==> src/rtl/stream_mux_nx1_pkg.sv <==
// ============================================================================
// Module      : stream_mux_nx1_pkg
// Description : Shared mode constants and FSM state type for stream_mux_nx1.
// Revision    : 1.0 - initial release
// ============================================================================
`default_nettype none

package stream_mux_nx1_pkg;

    localparam int MODE_SELECT = 0;
    localparam int MODE_RR     = 1;

    typedef enum logic [0:0] {
        ST_IDLE   = 1'b0,
        ST_LOCKED = 1'b1
    } state_t;

endpackage

`default_nettype wire

==> src/rtl/stream_mux_nx1_rr_arbiter.sv <==
// ============================================================================
// Module      : rr_arbiter
// Description : Combinational round-robin picker: first requester at or above
//               ptr, wrapping to channel 0.
// Revision    : 1.0 - initial release
// ============================================================================
`default_nettype none

module rr_arbiter #(
    parameter int NUM_CH = 4,
    parameter int SEL_W  = 2
) (
    input  logic [NUM_CH-1:0] req,
    input  logic [SEL_W-1:0]  ptr,
    output logic [SEL_W-1:0]  gnt_idx,
    output logic              gnt_any
);

    logic w_found;

    always_comb begin
        gnt_idx = ptr;
        w_found = 1'b0;
        for (int i = 0; i < NUM_CH; i++) begin
            int j;
            j = int'(ptr) + i;
            if (j >= NUM_CH) begin
                j = j - NUM_CH;
            end
            if (!w_found && req[j]) begin
                w_found = 1'b1;
                gnt_idx = SEL_W'(j);
            end
        end
    end

    assign gnt_any = |req;

endmodule

`default_nettype wire

==> src/rtl/stream_mux_nx1.sv <==
// ============================================================================
// Module      : stream_mux_nx1
// Description : N-to-1 registered stream mux with packet locking and either
//               port-selected or round-robin channel arbitration.
// Revision    : 1.0 - initial release
// ============================================================================
`default_nettype none

module stream_mux_nx1
    import stream_mux_nx1_pkg::*;
#(
    parameter  int DATAWIDTH = 8,
    parameter  int NUM_CH    = 4,
    parameter  int MODE      = MODE_SELECT,
    localparam int SEL_W     = $clog2(NUM_CH)
) (
    input  logic                        clk,
    input  logic                        rst_n,
    input  logic [NUM_CH*DATAWIDTH-1:0] in_data,
    input  logic [NUM_CH-1:0]           in_valid,
    input  logic [NUM_CH-1:0]           in_last,
    output logic [NUM_CH-1:0]           in_ready,
    input  logic [SEL_W-1:0]            sel,
    output logic [DATAWIDTH-1:0]        out_data,
    output logic                        out_valid,
    output logic                        out_last,
    output logic [SEL_W-1:0]            out_ch,
    input  logic                        out_ready
);

    state_t               r_state;
    logic [SEL_W-1:0]     r_lock_ch;
    logic [SEL_W-1:0]     r_rr_ptr;

    logic [SEL_W-1:0]     w_rr_idx;
    logic                 w_rr_any;
    logic [SEL_W-1:0]     w_grant;
    logic                 w_grant_ok;
    logic                 w_can_load;
    logic                 w_accept;
    logic [NUM_CH-1:0]    w_in_ready;
    logic [DATAWIDTH-1:0] w_beat_data;
    logic                 w_beat_last;
    logic                 w_beat_valid;

    generate
        if (MODE == MODE_RR) begin : g_rr
            rr_arbiter #(
                .NUM_CH (NUM_CH),
                .SEL_W  (SEL_W)
            ) u_rr_arbiter (
                .req     (in_valid),
                .ptr     (r_rr_ptr),
                .gnt_idx (w_rr_idx),
                .gnt_any (w_rr_any)
            );
        end else begin : g_no_rr
            assign w_rr_idx = r_rr_ptr;
            assign w_rr_any = 1'b0;
        end
    endgenerate

    assign w_can_load = !out_valid | out_ready;

    always_comb begin
        w_grant    = sel;
        w_grant_ok = 1'b0;
        if (r_state == ST_LOCKED) begin
            w_grant    = r_lock_ch;
            w_grant_ok = 1'b1;
        end else if (MODE == MODE_RR) begin
            w_grant    = w_rr_idx;
            w_grant_ok = w_rr_any;
        end else begin
            // Out-of-range select on non-power-of-two channel counts grants nothing
            w_grant    = sel;
            w_grant_ok = ({1'b0, sel} < (SEL_W+1)'(NUM_CH));
        end
    end

    always_comb begin
        w_in_ready   = '0;
        w_beat_data  = '0;
        w_beat_last  = 1'b0;
        w_beat_valid = 1'b0;
        for (int k = 0; k < NUM_CH; k++) begin
            if (SEL_W'(k) == w_grant) begin
                w_beat_data   = in_data[k*DATAWIDTH +: DATAWIDTH];
                w_beat_last   = in_last[k];
                w_beat_valid  = in_valid[k];
                w_in_ready[k] = w_can_load & w_grant_ok & rst_n;
            end
        end
    end

    assign in_ready = w_in_ready;
    assign w_accept = w_beat_valid & w_can_load & w_grant_ok;

    always_ff @(posedge clk or negedge rst_n) begin
        if (!rst_n) begin
            out_data  <= '0;
            out_valid <= 1'b0;
            out_last  <= 1'b0;
            out_ch    <= '0;
            r_state   <= ST_IDLE;
            r_lock_ch <= '0;
            r_rr_ptr  <= '0;
        end else begin
            if (w_accept) begin
                out_data  <= w_beat_data;
                out_last  <= w_beat_last;
                out_ch    <= w_grant;
                out_valid <= 1'b1;
            end else if (out_ready) begin
                out_valid <= 1'b0;
            end

            case (r_state)
                ST_IDLE: begin
                    if (w_accept && !w_beat_last) begin
                        r_state   <= ST_LOCKED;
                        r_lock_ch <= w_grant;
                    end
                end
                ST_LOCKED: begin
                    if (w_accept && w_beat_last) begin
                        r_state <= ST_IDLE;
                    end
                end
                default: r_state <= ST_IDLE;
            endcase

            if ((MODE == MODE_RR) && w_accept && w_beat_last) begin
                r_rr_ptr <= (w_grant == SEL_W'(NUM_CH-1)) ? '0 : w_grant + SEL_W'(1);
            end
        end
    end

endmodule

`default_nettype wire

==> config.mk <==
export PLATFORM = sky130hd
export DESIGN_NAME = stream_mux_nx1
export DESIGN_NICKNAME = d
export VERILOG_FILES = /design/src/rtl/stream_mux_nx1_pkg.sv /design/src/rtl/stream_mux_nx1_rr_arbiter.sv /design/src/rtl/stream_mux_nx1.sv
export SDC_FILE = /design/constraint.sdc
export NUM_CORES = 1
export LEC_CHECK = 0
export BUFFER_PORTS_ARGS = -buffer_cell sky130_fd_sc_hd__buf_4
export CORE_ASPECT_RATIO = 0.9
export CORE_MARGIN = 2
export CORE_UTILIZATION = 25
export CTS_CLUSTER_SIZE = 24
export DETAILED_ROUTE_END_ITERATION = 6
export SLEW_MARGIN = 20
export SYNTH_ARGS = -nofsm -noshare
export SYNTH_HDL_FRONTEND = slang
export SYNTH_SLANG_ARGS = --single-unit
==> constraint.sdc <==
create_clock -name clk -period 6.1 [get_ports clk]
set_input_delay 0.305 -clock clk [delete_from_list [all_inputs] [get_ports clk]]
set_output_delay 0.305 -clock clk [all_outputs]
set_load 0.03 [all_outputs]
==> parameters.txt, run 1 <==
Parameter                              Value

Final layout
  Number of nets in the finished design ... 217
  Area occupied by multi-input gates ... 621 um^2
  Diodes inserted ... 0
  Area added between synthesis and finish ... 49.5%
  Total area of sequential cells ... 375 um^2
  Filler Cell Count ... 417
  Share of post-route cells with drive strength above 1 ... 0.468

Critical path
  Crit Path Class ... reg2reg
  Peak fanout along the critical path ... 12
  Arrival time of the worst setup path ... 2.79 ns
  Crit path launch type ... register
  Worst-path cell with the longest stage delay ... sky130_fd_sc_hd__mux2i_1
  Capturing element type of the critical path ... register
  Cells along the critical path ... mux2i_1 > a21oi_1 > nor4_2 > o21ai_2 > mux2_1
  Largest stage delay, worst path ... 0.85 ns
  Worst Path Required ... 6.23 ns

Routing
  Detailed router's first-iteration violation count ... 18
  Detail-routed via count per cell ... 4.62
  DRC Markers ... 0
  Vias after detailed routing ... 1012
  Count of nets left with antenna violations after detail routing ... 0
  Average wire per cell in the routed design ... 13.7 um
  Number of iterations in the first detailed-routing pass ... 4
  Routed wire length ... 3.00 mm

Clocking
  Number of levels in the clock H-tree ... 1
  CTS tree ... built
  Buffers inserted during post-CTS setup optimization ... 0
  Cells resized by post-CTS repair ... 0
  Count of clock tree sinks ... 15
  Clock transition at the register clock pins on the worst setup and hold paths after CTS ... 0.06 ns
  Quantity of hold-fixing buffers added after cts ... 1
  Num CTS Buffers ... 3
  Clk Tree Root Cell ... sky130_fd_sc_hd__clkbuf_8
  Clock buffer depth ... 2
  Worst skew pair latency ... 0.24 ns

Floorplanning
  Die outline width ... 72.3 um
  I/O pins ... 61
  Area of the die ... 4730 um^2
  Die Span Y ... 65.5 um
  Starting density of the core ... 0.259
  Number of rows in the core area ... 22
  Area of the core ... 4050 um^2

Flow run
  Max-cap violations ... 0

STA
  Final-layout setup total negative slack ... 0 ns
  Final count of pins violating max slew ... 0
  Setup repair after global routing missed its margin ... false
  Final worst-path cycle share ... 0.437
  Final critical-path required period ... 2.66 ns
  Fmax ... 0.375 GHz
  Hold Worst Slack ... 0.340 ns
  Worst Max-Slew Pin Slew ... 0.963 ns
  Total setup violations reported at the end of the flow ... 0
  Headroom to the max-slew limit ... 0.339
  Final hold violation count ... 0
  Clock Skew ... 0.00328 ns

Power and ir drop
  Net switching power ... 361 uW
  Final Power ... 807 uW
  Internal power ... 445 uW
  IR Drop Worst-Case VDD ... 0.147 mV
  Leakage component of the power ... 0.802 nW
  Sequential power share ... 0.241
  Net Sw Frac ... 0.448
  Pwr per Cell Area ... 514 nW/um^2
  Portion of total power attributed to the clock network ... 0.099
  Combinational group share of total power ... 0.660

Run status
  Run status ... finished clean

Global route
  Pin count of the biggest net entering global routing ... 21
  Gr usage total ... 0.126
  Global-route wire length before repair ... 4.53 mm
  Initial antenna violation count ... 0
  GRT overflow ... 0
  Via count of the first global-routing pass ... 936

Yosys
  Combined area of all synthesized cells ... 1050 um^2
  Syn nets ... 158
  Count of state elements after synthesis ... 15
  Count of distinct cell types in the synthesized netlist ... 27
  Count of mapped cells out of synthesis ... 113
  Number of warnings reported in the yosys synthesis log ... 0
  Post-Syn Area per Cell ... 9.29 um^2
  Sequential area share after synthesis ... 0.358

Place
  Detailed Place HPWL ... 2.26 mm
  Final weighted congestion in routability-driven placement ... 0.802
  Number of buffers inserted by port buffering ... 60

Worst hold path
  Class of the tightest hold or removal check ... in2reg
-- registers in the layout (all words and copies together), names as in the netlist, named ones only --
name and flops:
out_ch 2, out_data 8, out_last 1, out_valid 1, r_lock_ch 2
-- critical path: cells and delay by family, from the launching register on --
kind	cells	cell delay, ns
mux	2	1.25
flops	1	0.51
compound gates	2	0.50
simple gates	1	0.30
-- through the flow --
step,instance area (um^2),util,cells,worst slack [ns]
after floorplan,1050,-,113,4.20
after global placement,1510,0.374,214,3.53
after detailed placement,1510,0.374,214,3.41
after CTS,1570,0.388,219,3.40
after global routing,1570,0.388,219,3.17
final,1570,0.388,219,3.44
-- worst paths after layout --
| kind | start | end | slack [ns] | cells after the start |
|---|---|---|---|---|
| worst max register to register | register | out_data[0] | 3.44 | 5 |
| max in group asynchronous | rst_n | r_lock_ch[1] | 5.44 | 2 |
| worst max-delay path | register | out_data[0] | 3.44 | 5 |
| min in group asynchronous | rst_n | async pin | 0.47 | 2 |
| worst min-delay path | sel[0] | r_lock_ch[0] | 0.34 | 2 |
| worst min register to register | out_data[0] | out_data[0] | 0.50 | 1 |
-- final cells by class --
class | count | share of cell area
inverter | 2 | 0.00478
tap | 48 | 0.0383
sequential | 15 | 0.239
timing repair buffer | 61 | 0.293
clock buffer | 4 | 0.0287
multi-input combinational | 89 | 0.396
-- power by group through the flow --
stage                     sequential (mW)  clock [mW]  combinational, mW
final                               0.194      0.0798              0.533
after global routing                0.200      0.0875              0.578
after CTS                           0.193      0.0818              0.539
after detailed placement            0.195           0              0.535
after global placement              0.194           0              0.531
after floorplan                     0.264           0              0.327
-- cells by family (layout without fill, tap and decap cells) --
kind of cell	Yosys count	after routing	share of synthesized area
multiplexers	21	21	0.267
buffers and inverters	9	67	0.0512
AO/OA/AOI/OAI	14	14	0.0918
AND/OR/NAND/NOR	54	54	0.232
flip-flops	15	15	0.358
-- per-layer routing --
metal  vias to the layer above  GRT usage  part of all wire
li1                        514          -                 -
met4                         0     0.0542            0.0093
met3                         2     0.0491              0.12
met1                       455      0.169              0.45
met5                         -          0                 0
met2                        41      0.179              0.42
-- layout by cell type, fill, tap and decap left out, types with 2 or more instances in the layout --
master	netlist	routed
sky130_fd_sc_hd__buf_4	1	60
sky130_fd_sc_hd__dfrtp_1	15	15
sky130_fd_sc_hd__nor2_1	4	4
sky130_fd_sc_hd__mux2_2	2	2
sky130_fd_sc_hd__nand2_1	34	34
sky130_fd_sc_hd__mux2_1	5	5
sky130_fd_sc_hd__nand3_1	4	4
sky130_fd_sc_hd__mux2_4	9	9
sky130_fd_sc_hd__mux2i_1	3	3
sky130_fd_sc_hd__nor4_1	2	2
sky130_fd_sc_hd__clkbuf_8	0	3
sky130_fd_sc_hd__and3_1	8	8
sky130_fd_sc_hd__a31oi_1	8	8
-- synth_stat cells (all sizes together) --
library cell   n  share of area
mux2i          4          0.042
and3           8          0.048
clkbuf         3          0.011
nor2           5          0.020
nand3          4          0.019
o21ai          2          0.013
a21oi          1         0.0048
mux2          16           0.20
nor4           3          0.024
nand2         34           0.12
a31oi          8          0.048
inv            2         0.0071
o2111a         1          0.011
buf            4          0.033
dfrtp         15           0.36
a21boi         1         0.0072
a211o          1         0.0083
mux4           1          0.021
No activity file was read; power rests on OpenSTA's default activity.
==> inputs of run 2 (changes only) <==
Clock period 6.1 ns to 2.7 ns, I/O delays scaled along.
==> run 2 against run 1 <==
Against the previous run: hold slack worse by 0.17 ns; design area rose by 0.96%; total power increased by 130%; critical endpoint is now r_lock_ch[1]; first-iteration DRC count increased by 50%; non-clock buffer count grew 2; clock skew decreased by 0.00062 ns; worst setup slack worse by 3.0 ns; final cell count rose by 0.91%; clock power rose by 130%.
==> parameters.txt, run 2 (synthesis gave the netlist of run 1 again) <==
Parameter                              Value

Run status
  Run status ... finished clean

Floorplanning
  Area of the die ... 4730 um^2
  Starting density of the core ... 0.259
  Area of the core ... 4050 um^2
  Die outline width ... 72.3 um
  Number of rows in the core area ... 22
  Die Span Y ... 65.5 um
  I/O pins ... 61

Place
  Detailed Place HPWL ... 2.19 mm
  Post-Place Cell Area ... 1530 um^2
  Number of placed instances with taps included ... 216
  Final weighted congestion in routability-driven placement ... 0.770
  Number of buffers inserted by port buffering ... 60

STA
  Final-layout setup total negative slack ... 0 ns
  Final critical-path required period ... 2.22 ns
  Final hold violation count ... 0
  Setup repair after global routing missed its margin ... false
  Final count of pins violating max slew ... 0
  Total setup violations reported at the end of the flow ... 0
  Final worst-path cycle share ... 0.822
  Clock Skew ... 0.00266 ns
  Worst Max-Slew Pin Slew ... 0.841 ns
  Headroom to the max-slew limit ... 0.439
  Fmax ... 0.451 GHz

Power and ir drop
  Internal power ... 1.02 mW
  Net Sw Frac ... 0.443
  Pwr per Cell Area ... 1160 nW/um^2
  Combinational group share of total power ... 0.662
  Leakage component of the power ... 0.811 nW
  Sequential power share ... 0.240
  Net switching power ... 816 uW
  Portion of total power attributed to the clock network ... 0.098
  Final Power ... 1.84 mW
  IR Drop Worst-Case VDD ... 0.373 mV

Clocking
  CTS tree ... built
  Buffers inserted during post-CTS setup optimization ... 0
  Worst skew pair latency ... 0.24 ns
  Count of clock tree sinks ... 15
  Clock buffer depth ... 2
  Cells resized by post-CTS repair ... 0
  Number of levels in the clock H-tree ... 1
  Num CTS Buffers ... 3
  Clk Tree Root Cell ... sky130_fd_sc_hd__clkbuf_8
  Clock transition at the register clock pins on the worst setup and hold paths after CTS ... 0.06 ns

Routing
  Number of iterations in the first detailed-routing pass ... 4
  Detail-routed via count per cell ... 4.59
  Detailed router's first-iteration violation count ... 27
  Average wire per cell in the routed design ... 13.1 um
  Vias after detailed routing ... 1014
  Count of nets left with antenna violations after detail routing ... 0
  Routed wire length ... 2.89 mm
  DRC Markers ... 0

Final layout
  Final non-filler cell area ... 1580 um^2
  Post-route non-filler standard cell count ... 221
  Share of post-route cells with drive strength above 1 ... 0.474
  Total area of sequential cells ... 375 um^2
  Area added between synthesis and finish ... 50.9%
  Filler Cell Count ... 423
  Most used cells in the layout excluding fill and tap cells ... sky130_fd_sc_hd__buf_4 (62), sky130_fd_sc_hd__nand2_1 (34), sky130_fd_sc_hd__dfrtp_1 (15)
  Diodes inserted ... 0
  Number of nets in the finished design ... 219
  Largest reg by FF count ... out_data
  Max reg flops ... 8
  Area occupied by multi-input gates ... 621 um^2
  Most frequent standard cell in the layout excluding fill and tap cells ... sky130_fd_sc_hd__buf_4
  Biggest registers after layout ... out_data (8), out_ch (2), r_lock_ch (2)

Worst hold path
  Hold_sp ... sel[0]
  Class of the tightest hold or removal check ... in2reg

Critical path
  Capturing element type of the critical path ... register
  Register-to-register setup slack ... 0.48 ns
  Crit path launch type ... register
  Worst-path cell with the longest stage delay ... sky130_fd_sc_hd__dfrtp_1
  Arrival time of the worst setup path ... 2.35 ns
  Worst flop-to-flop path endpoint ... r_lock_ch[1]
  Last element of the critical path ... r_lock_ch[1]
  Worst Reg-to-Reg Cells ... 5
  Crit Path Class ... reg2reg
  Cell repeated most along the worst path ... sky130_fd_sc_hd__mux2_1
  Worst Path Required ... 2.83 ns
  Peak fanout along the critical path ... 12
  Largest stage delay, worst path ... 0.50 ns
  Cells along the critical path ... mux2_2 > mux2_1 > o21ai_0 > o2111a_1 > mux2_1

Global route
  Initial antenna violation count ... 0
  Pin count of the biggest net entering global routing ... 21
  Via count of the first global-routing pass ... 958
  GRT overflow ... 0
  Global-route wire length before repair ... 4.51 mm
  Gr usage total ... 0.125

Flow run
  Max-cap violations ... 0
[run 2: cell count changes in the layout (fill, tap and decap cells not counted)]
cell                    change
sky130_fd_sc_hd__buf_4      +2
[run 2: cell type report]
cell class,instances,share of cell area
multi-input combinational,89,0.392
inverter,2,0.00474
clock buffer,4,0.0284
timing repair buffer,63,0.300
sequential,15,0.237
tap,48,0.0379
[run 2: worst min-delay path by stage]
stage                         to  slack [ns]  cells after the start
floorplan              async pin       -0.16                      0
global placement     out_data[2]       0.005                      1
detailed placement   out_data[2]       0.006                      1
CTS                 r_lock_ch[0]        0.17                      2
global route        r_lock_ch[0]        0.17                      2
finish              r_lock_ch[0]        0.17                      2
[run 2: power groups by stage]
stage / logic [mW] / registers, mW / clock network (mW)
finish: 1.22 / 0.441 / 0.180
detailed placement: 1.23 / 0.443 / 0
CTS: 1.23 / 0.439 / 0.187
global placement: 1.23 / 0.445 / 0
floorplan: 0.739 / 0.597 / 0
global route: 1.32 / 0.458 / 0.196
[run 2: worst max-delay path: cells and delay by family, from the launching register on]
kind / cells / cell delay [ns]
flops: 1 / 0.50
mux: 3 / 1.15
compound gates: 2 / 0.45
[run 2: metal layers]
metal | vias to the layer above | share of wire | GRT usage | routed length (um)
met5 | - | 0 | 0 | 0
met1 | 453 | 0.46 | 0.163 | 1350
li1 | 516 | - | - | -
met2 | 43 | 0.42 | 0.195 | 1220
met3 | 2 | 0.11 | 0.0322 | 304
met4 | 0 | 0.0093 | 0.0495 | 27
[run 2: repair_timing]
item | CTS | global route
hold endpoints to repair | 15 | 0
hold buffers | 1 | 0
setup endpoints to repair | 0 | 0
[run 2: metrics by stage]
step                setup slack, ns  hold WS, ns  utilization
floorplan                     0.800       -0.161            -
global placement              0.455      0.00458        0.378
detailed placement            0.456      0.00582        0.378
CTS                           0.455        0.171        0.391
global route                  0.345        0.172        0.391
finish                        0.480        0.172        0.391
==> inputs of run 3 (changes only) <==
Clock period 2.7 ns to 1.89 ns, I/O delays scaled along.
==> run 3 against run 2 <==
Against the previous run: non-clock buffer count is 7 higher; die area stayed put; final cell count is 3.2% higher; combinational power is 61% higher; largest cell class unchanged; first-iteration DRC count is 3.7% higher; routed wire length is 9.1% higher; clock skew is 0.0039 ns higher; count of clock-buffer cells in the layout stayed put; global-route usage is 1.2 points higher.
==> parameters.txt, run 3 (synthesis gave the netlist of run 1 again) <==
Parameter                              Value

Clocking
  Clk Tree Root Cell ... sky130_fd_sc_hd__clkbuf_8
  Count of clock tree sinks ... 15
  Clock buffer depth ... 2
  Clock transition at the register clock pins on the worst setup and hold paths after CTS ... 0.07 ns
  Worst skew pair latency ... 0.24 ns
  Number of levels in the clock H-tree ... 1
  Num CTS Buffers ... 3
  CTS tree ... built

Critical path
  Capturing element type of the critical path ... register
  Worst Path Required ... 2.02 ns
  Peak fanout along the critical path ... 3
  Crit path launch type ... register
  Worst Reg-to-Reg Cells ... 5
  Crit Path Class ... reg2reg
  Arrival time of the worst setup path ... 1.99 ns

Final layout
  Most frequent standard cell in the layout excluding fill and tap cells ... sky130_fd_sc_hd__buf_4
  Max reg flops ... 8
  Largest reg by FF count ... out_data
  Number of nets in the finished design ... 226
  Most used cells in the layout excluding fill and tap cells ... sky130_fd_sc_hd__buf_4 (67), sky130_fd_sc_hd__nand2_1 (34), sky130_fd_sc_hd__dfrtp_1 (15)
  Final non-filler cell area ... 1680 um^2
  Area added between synthesis and finish ... 59.8%
  Final core occ ... 0.415
  Biggest registers after layout ... out_data (8), out_ch (2), r_lock_ch (2)
  Diodes inserted ... 0
  Share of post-route cells with drive strength above 1 ... 0.506

STA
  Hold Worst Slack ... 0.135 ns
  Final worst-path cycle share ... 0.981
  Setup repair after global routing missed its margin ... true
  Total setup violations reported at the end of the flow ... 0
  Clock Skew ... 0.00659 ns
  Final hold violation count ... 0
  Headroom to the max-slew limit ... 0.785
  Final count of pins violating max slew ... 0
  Fmax ... 0.539 GHz
  Worst Max-Slew Pin Slew ... 0.320 ns
  Final critical-path required period ... 1.85 ns

Power and ir drop
  Portion of total power attributed to the clock network ... 0.092
  Net Sw Frac ... 0.437
  Leakage component of the power ... 0.857 nW
  IR Drop Worst-Case VDD ... 0.487 mV
  Sequential power share ... 0.215
  Net switching power ... 1.24 mW
  Combinational group share of total power ... 0.694
  Internal power ... 1.60 mW
  Pwr per Cell Area ... 1690 nW/um^2

Place
  Final weighted congestion in routability-driven placement ... 0.799
  Post-Place Cell Area ... 1570 um^2
  Detailed Place HPWL ... 2.36 mm
  Number of buffers inserted by port buffering ... 60

Floorplanning
  I/O pins ... 61
  Die outline width ... 72.3 um
  Area of the die ... 4730 um^2
  Starting density of the core ... 0.259
  Number of rows in the core area ... 22
  Die Span Y ... 65.5 um
  Area of the core ... 4050 um^2

Routing
  Detail-routed via count per cell ... 4.68
  DRC Markers ... 0
  Average wire per cell in the routed design ... 13.8 um
  Count of nets left with antenna violations after detail routing ... 0
  Number of iterations in the first detailed-routing pass ... 4
  Detailed router's first-iteration violation count ... 28
  Routed wire length ... 3.16 mm
  Vias after detailed routing ... 1068

Global route
  Initial antenna violation count ... 0
  Gr usage total ... 0.136
  Global-route wire length before repair ... 4.99 mm
  GRT overflow ... 0
  Pin count of the biggest net entering global routing ... 21
  Via count of the first global-routing pass ... 1066

Flow run
  Max-cap violations ... 0

Worst hold path
  Hold Path Depth ... 2
  Class of the tightest hold or removal check ... in2reg

Run status
  Run status ... finished clean
==> run 3: cell count changes in the layout (fill, tap and decap cells not counted), sizes merged <==
cell,before,now
buf,62,69
==> run 3: area by class of cell <==
type | count | area [um^2]
tap | 48 | 60.1
fill | 428 | 2370
multi-input combinational | 89 | 654
sequential | 15 | 375
timing repair buffer | 70 | 536
inverter | 2 | 7.51
clock buffer | 4 | 45.0
==> run 3: worst max-delay path, stage by stage, from the launching register on <==
cell	delay (ns)
sky130_fd_sc_hd__dfrtp_1	0.40
sky130_fd_sc_hd__mux2_2	0.37
sky130_fd_sc_hd__mux2_1	0.31
sky130_fd_sc_hd__o21ai_1	0.13
sky130_fd_sc_hd__o2111a_1	0.22
sky130_fd_sc_hd__mux2_1	0.32
==> run 3: through the flow <==
stage          instances  setup slack, ns  setup TNS (ns)  power, mW
6_report             228           0.0354               0       2.84
5_1_grt              228          -0.0510          -0.447       3.05
4_1_cts              227          0.00730               0       2.80
3_5_place_dp         222          -0.0421          -0.410       2.50
3_3_place_gp         222           0.0478               0       2.49
2_1_floorplan        113          0.00657               0       1.91
==> run 3: final timing paths <==
path	start	to	slack, ns
min in group asynchronous	rst_n	out_data[7]	0.25
hold reg to reg	out_data[0]	out_data[0]	0.50
max in group asynchronous	rst_n	out_data[1]	1.44
setup / recovery	register	r_lock_ch[0]	0.04
hold / removal	sel[0]	r_lock_ch[0]	0.13
setup reg to reg	register	r_lock_ch[0]	0.04
==> run 3: routing by layer <==
metal,share of wire,up-vias,wire [um],GRT usage
met5,0,-,0,0
met1,0.44,490,1400,0.175
li1,-,532,-,-
met3,0.10,2,320,0.0368
met2,0.45,44,1410,0.222
met4,0.0067,0,21,0.0425
==> run 3: timing repair <==
| item | CTS | global route |
|---|---|---|
| hold buffers | 1 | 0 |
| hold endpoints to repair | 15 | 0 |
| setup endpoints to repair | 13 | 13 |
| pin swaps | 1 | 1 |
| resized for setup | 4 | 4 |
| buffers inserted | 0 | 1 |
==> run 3: power groups by stage <==
stage          Clock, mW  Sequential, mW  Combinational (mW)
2_1_floorplan          0           0.853                1.06
3_3_place_gp           0           0.599                1.89
3_5_place_dp           0           0.605                1.89
4_1_cts            0.268           0.603                1.93
5_1_grt            0.282           0.629                2.13
6_report           0.260           0.609                1.97
